[src/rtl/branch_unit.sv]
// Branch resolution unit: decodes conditional branches in EX, resolves them against
// forwarded operands, and trains a table of 2-bit saturating predictors indexed by PC.
module branch_unit #(
   parameter int unsigned WIDTH     = 32,
   parameter int unsigned BHT_DEPTH = 16,
   parameter logic [1:0]  CNT_INIT  = 2'b01
) (
   input  logic             clk,
   input  logic             reset,
   input  logic             stall,
   input  logic [WIDTH-1:0] if_pc,
   output logic             if_pred_taken,
   input  logic             ex_valid,
   input  logic [5:0]       ex_opcode,
   input  logic [4:0]       ex_rt,
   input  logic [WIDTH-1:0] ex_in1,
   input  logic [WIDTH-1:0] ex_in2,
   input  logic [WIDTH-1:0] ex_pc,
   input  logic             ex_pred_taken,
   output logic             is_cond_branch,
   output logic             is_branch,
   output logic             mispredict,
   output logic [31:0]      branch_count,
   output logic [31:0]      mispredict_count
);

   localparam int unsigned IDX_W = (BHT_DEPTH > 1) ? $clog2(BHT_DEPTH) : 1;

   typedef enum logic [5:0] {
      OP_REGIMM = 6'b000001,
      OP_BEQ    = 6'b000100,
      OP_BNE    = 6'b000101,
      OP_BLEZ   = 6'b000110,
      OP_BGTZ   = 6'b000111
   } opcode_e;

   logic [1:0]       r_bht [BHT_DEPTH];
   logic [31:0]      r_branch_count;
   logic [31:0]      r_mispredict_count;

   logic [IDX_W-1:0] w_if_idx;
   logic [IDX_W-1:0] w_ex_idx;
   logic             w_eq;
   logic             w_neg;
   logic             w_zero;
   logic             w_cond;
   logic             w_taken;
   logic             w_mispredict;
   logic             w_update;
   logic [1:0]       w_ctr;
   logic [1:0]       w_ctr_next;
   logic             w_unused;

   assign w_if_idx = if_pc[IDX_W+1:2];
   assign w_ex_idx = ex_pc[IDX_W+1:2];
   // Only the index bits of the PCs participate; the rest is deliberately ignored.
   assign w_unused = ^{if_pc, ex_pc};

   assign w_eq   = (ex_in1 == ex_in2);
   assign w_neg  = ex_in1[WIDTH-1];
   assign w_zero = (ex_in1 == '0);

   always_comb begin
      w_cond  = 1'b0;
      w_taken = 1'b0;
      if (ex_valid) begin
         case (ex_opcode)
            OP_BEQ:  begin w_cond = 1'b1; w_taken = w_eq;              end
            OP_BNE:  begin w_cond = 1'b1; w_taken = !w_eq;             end
            OP_BLEZ: begin w_cond = 1'b1; w_taken = w_neg || w_zero;   end
            OP_BGTZ: begin w_cond = 1'b1; w_taken = !w_neg && !w_zero; end
            OP_REGIMM: begin
               if (ex_rt == 5'b00000) begin
                  w_cond  = 1'b1;
                  w_taken = w_neg;
               end else if (ex_rt == 5'b00001) begin
                  w_cond  = 1'b1;
                  w_taken = !w_neg;
               end
            end
            default: ;
         endcase
      end
   end

   assign w_mispredict = w_cond && (w_taken ^ ex_pred_taken);
   assign w_update     = w_cond && !stall;

   always_comb begin
      w_ctr      = r_bht[w_ex_idx];
      w_ctr_next = w_ctr;
      if (w_taken) begin
         if (w_ctr != 2'b11) w_ctr_next = w_ctr + 2'b01;
      end else begin
         if (w_ctr != 2'b00) w_ctr_next = w_ctr - 2'b01;
      end
   end

   always_ff @(posedge clk) begin
      if (reset) begin
         for (int unsigned i = 0; i < BHT_DEPTH; i++) r_bht[i] <= CNT_INIT;
         r_branch_count     <= '0;
         r_mispredict_count <= '0;
      end else if (w_update) begin
         r_bht[w_ex_idx] <= w_ctr_next;
         if (r_branch_count != '1) r_branch_count <= r_branch_count + 32'd1;
         if (w_mispredict && (r_mispredict_count != '1))
            r_mispredict_count <= r_mispredict_count + 32'd1;
      end
   end

   // Lookup reads the registered table, so a same-index update shows up next cycle.
   assign if_pred_taken    = r_bht[w_if_idx][1];
   assign is_cond_branch   = w_cond;
   assign is_branch        = w_taken;
   assign mispredict       = w_mispredict;
   assign branch_count     = r_branch_count;
   assign mispredict_count = r_mispredict_count;

endmodule

[config.mk]
export PLATFORM = sky130hd
export DESIGN_NAME = branch_unit
export DESIGN_NICKNAME = d
export VERILOG_FILES = /design/src/rtl/branch_unit.sv
export SDC_FILE = /design/constraint.sdc
export NUM_CORES = 1
export LEC_CHECK = 0
export CORE_MARGIN = 2
export CORE_UTILIZATION = 41
export CTS_BUF_LIST = sky130_fd_sc_hd__clkbuf_2
export DETAILED_ROUTE_END_ITERATION = 10
export GPL_ROUTABILITY_DRIVEN = 0
export PLACE_DENSITY = 0.84
export SYNTH_ARGS = -nofsm -noshare
export SYNTH_HDL_FRONTEND = slang
export SYNTH_SLANG_ARGS = --single-unit
[constraint.sdc]
create_clock -name clk -period 3.9 [get_ports clk]
set_input_delay 0.975 -clock clk [delete_from_list [all_inputs] [get_ports clk]]
set_output_delay 0.975 -clock clk [all_outputs]
set_load 0.01 [all_outputs]
==> impl_results.md <==
* Pin count of the biggest net entering global routing at 60
* Cell breakdown of the critical path: clkdlybuf4s50_1 > xnor2_1 > nand4_1 > nor4_2 > buf_4 > nand2_4 > mux2i_4 > a311oi_4 > nor2b_1 > buf_2
* Crit-path max cell delay at 520 ps
* Netlist cell types at 51
* Synth Cell Area at 5530 sq um
* Max-slew violation count at 0
* Via count at ~5400
* Synth top area cells: dfxtp_1 (23%), edfxtp_1 (17%), xnor2_1 (6.7%)
* Register area share after synthesis at 40.5%
* CP Launch Type: input pin
* Clock slew at reported path FFs at 220 ps
* HP Class: flip-flop to flip-flop
* DRC at 0
* Area share of the largest cell type after synthesis at 23.2%
* DR WL/cell at roughly 17 um
* Crit path max-delay family: buffers and inverters
* GR Util met2 at between 30 and 40%
* Critical path depth at 10
* Final hold violations at 0
* DIE AREA at about 14000 sq um
* H-tree levels at 3
* Core Region at around 13000 sq um
* Max Freq at ~260 MHz
* CTS Buffer Depth at 2
* Min Tclk post-route at 3850 ps
* CP arrival at 2880 ps
* Vias in the first global route at ~5000
* WS Path Type: input pin to output port
* Diode count at 0
* Ys flop type: dfxtp_1
* Crit end category: output port
* Period utilisation layout at a little over nine tenths
* Hold WS at 516 ps
* Worst path buffer plus inverter count at 3
* Post-synth ARST share at 0%
* DR iter-0 viols at 329
* TritonCTS Buffers at 9
* Most frequent cells in the layout: clkdlybuf4s50_1 (86), dfxtp_1 (64), nor2_1 (51)
* Skew-Pair Late Insertion Delay at 550 ps
* R2R cell count at 8
* Flops & latches, synth at 96
* Syn avg cell area at approximately 9.1 sq um
* Worst Tran Pin Value at 732 ps
* Syn Inst Count at 605
* Area leader, netlist: dfxtp_1
* Finished Core Util at 60.0%
* EDFF count, synth at 32
* Commonest non-fill, non-tap cell in the layout: clkdlybuf4s50_1
* Global Route Usage Sum at 21.1%
* Share of post-route cells with drive strength above 1 at 17.7%
* Clock Sink Count at 96
* Final nets at roughly 930
* Hold depth at 2
* # setup viols final at 0
* Die X-Extent at 120 um
* Max-slew headroom at 51.2%
* Final HPWL DP at 11.2 mm
* DIE HEIGHT at 120 um
* Initial antenna violation count at 0
* PwrDens at 233 nW/um^2
* Post-Route WL at between 15 and 20 mm
* Num rows at 42
* Post-Syn Nets at 751
* Worst Path Required at around 2900 ps
* Grt met3 use at between 5 and 6%
* Initial Util at a little over two fifths
* Clock tree root driver cell: clkbuf_2
* Leakage at 2.98 nW
* Number of synthesis warnings at 0
* CTS Hold Bufs at 0
* Ports at 212
* Max VDD drop at roughly 0.16 mV
* GRT overflow at 0
* Slowest-stage cell, CP: clkdlybuf4s50_1
* Vias/cell at 5.60
* Max-Cap Viols at 0
* First-pass GRT wire length at 24.5 mm
* CTS tree: done
* IO Port Bufs at 155
* Global-route met1 utilization at approximately a quarter
* DRT antenna net count at 0
* Clock Skew at 30.5 ps
* Outcome: finished clean
* Most Used Layer, Global Route: met2
* Crit path max fanout at 3
* Layout area overhead at 43.0%
* DR pass1 iterations at 5
worst paths after layout:
check / startpoint / end / slack (ps)
worst max register to register: mispredict_count[3] / mispredict_count[13] / 1020
worst min register to register: mispredict_count[25] / mispredict_count[25] / 520
worst min-delay path: mispredict_count[25] / mispredict_count[25] / 520
worst max-delay path: ex_in2[16] / mispredict / 50
kinds of logic (layout without fill, tap and decap cells):
group	count (synthesis)	count (layout)	share of synthesized area, %
AND/OR/NAND/NOR	306	306	31.0
flip-flops	96	96	40.5
AO/OA/AOI/OAI	83	83	8.39
XOR/XNOR	56	56	8.87
buffers and inverters	39	220	3.14
multiplexers	23	23	7.62
adder cells (fa/ha/maj)	2	2	0.452
per-stage QoR:
stage          setup WS [ps]  total power (W)  std cells  TNS, ps  area, sq um
6_report                45.2          0.00185        962        0         7910
5_1_grt                -58.8          0.00192        962    -58.8         7910
4_1_cts                 -197          0.00185        960     -197         7670
3_5_place_dp            -648          0.00133        944    -2160         7480
3_3_place_gp            -543          0.00133        944    -1380         7480
2_1_floorplan            103          0.00118        605        0         5530
timing repair:
action,4_1_cts,5_1_grt
gates resized for setup,38,82
endpoints found under the setup margin,4,3
pin swaps,12,42
buffers inserted,2,2
hold endpoints to repair,0,0
state kept, by name, indices dropped and copies added, names as in the netlist:
signal / flops
branch_count: 32
mispredict_count: 32
r_bht: 32
report_power, final:
group          internal (W)  total [W]  switching, W
Combinational      0.000148   0.000277      0.000129
Clock              0.000202   0.000524      0.000322
Sequential          0.00104    0.00104    0.00000395
cell type report:
cell class,count,area (sq um)
fillers,1122,5280
well taps,176,220
repair buffers,200,1960
inverters,6,22.5
clock buffers,9,45.0
flip-flops and latches,96,2240
multi-input cells,470,3340
clock inverters,5,73.8
metal layers:
metal	routed length (um)	vias up
li1	-	2584
met1	6290	2524
met2	7900	244
met3	1540	31
met4	363	0
met5	0	-
tightest hold or removal path, stage by stage, from the launching register on:
cell	delay (ps)
dfxtp_1	380
o31ai_1	70
a21oi_1	50
synth_stat cells, types with 13 or more instances:
| library cell | instances |
|---|---|
| dfxtp_1 | 64 |
| nor2_1 | 52 |
| xnor2_1 | 42 |
| nand2_1 | 40 |
| a21oi_1 | 38 |
| nand4_1 | 33 |
| edfxtp_1 | 32 |
| or3_1 | 31 |
| o21ai_0 | 30 |
| nor3_1 | 26 |
| nand3_1 | 25 |
| clkbuf_1 | 20 |
| nor4_1 | 16 |
| or2_2 | 16 |
| mux4_2 | 15 |
| xor2_1 | 14 |
| and3_1 | 13 |
(Power assumes the default switching activity.)
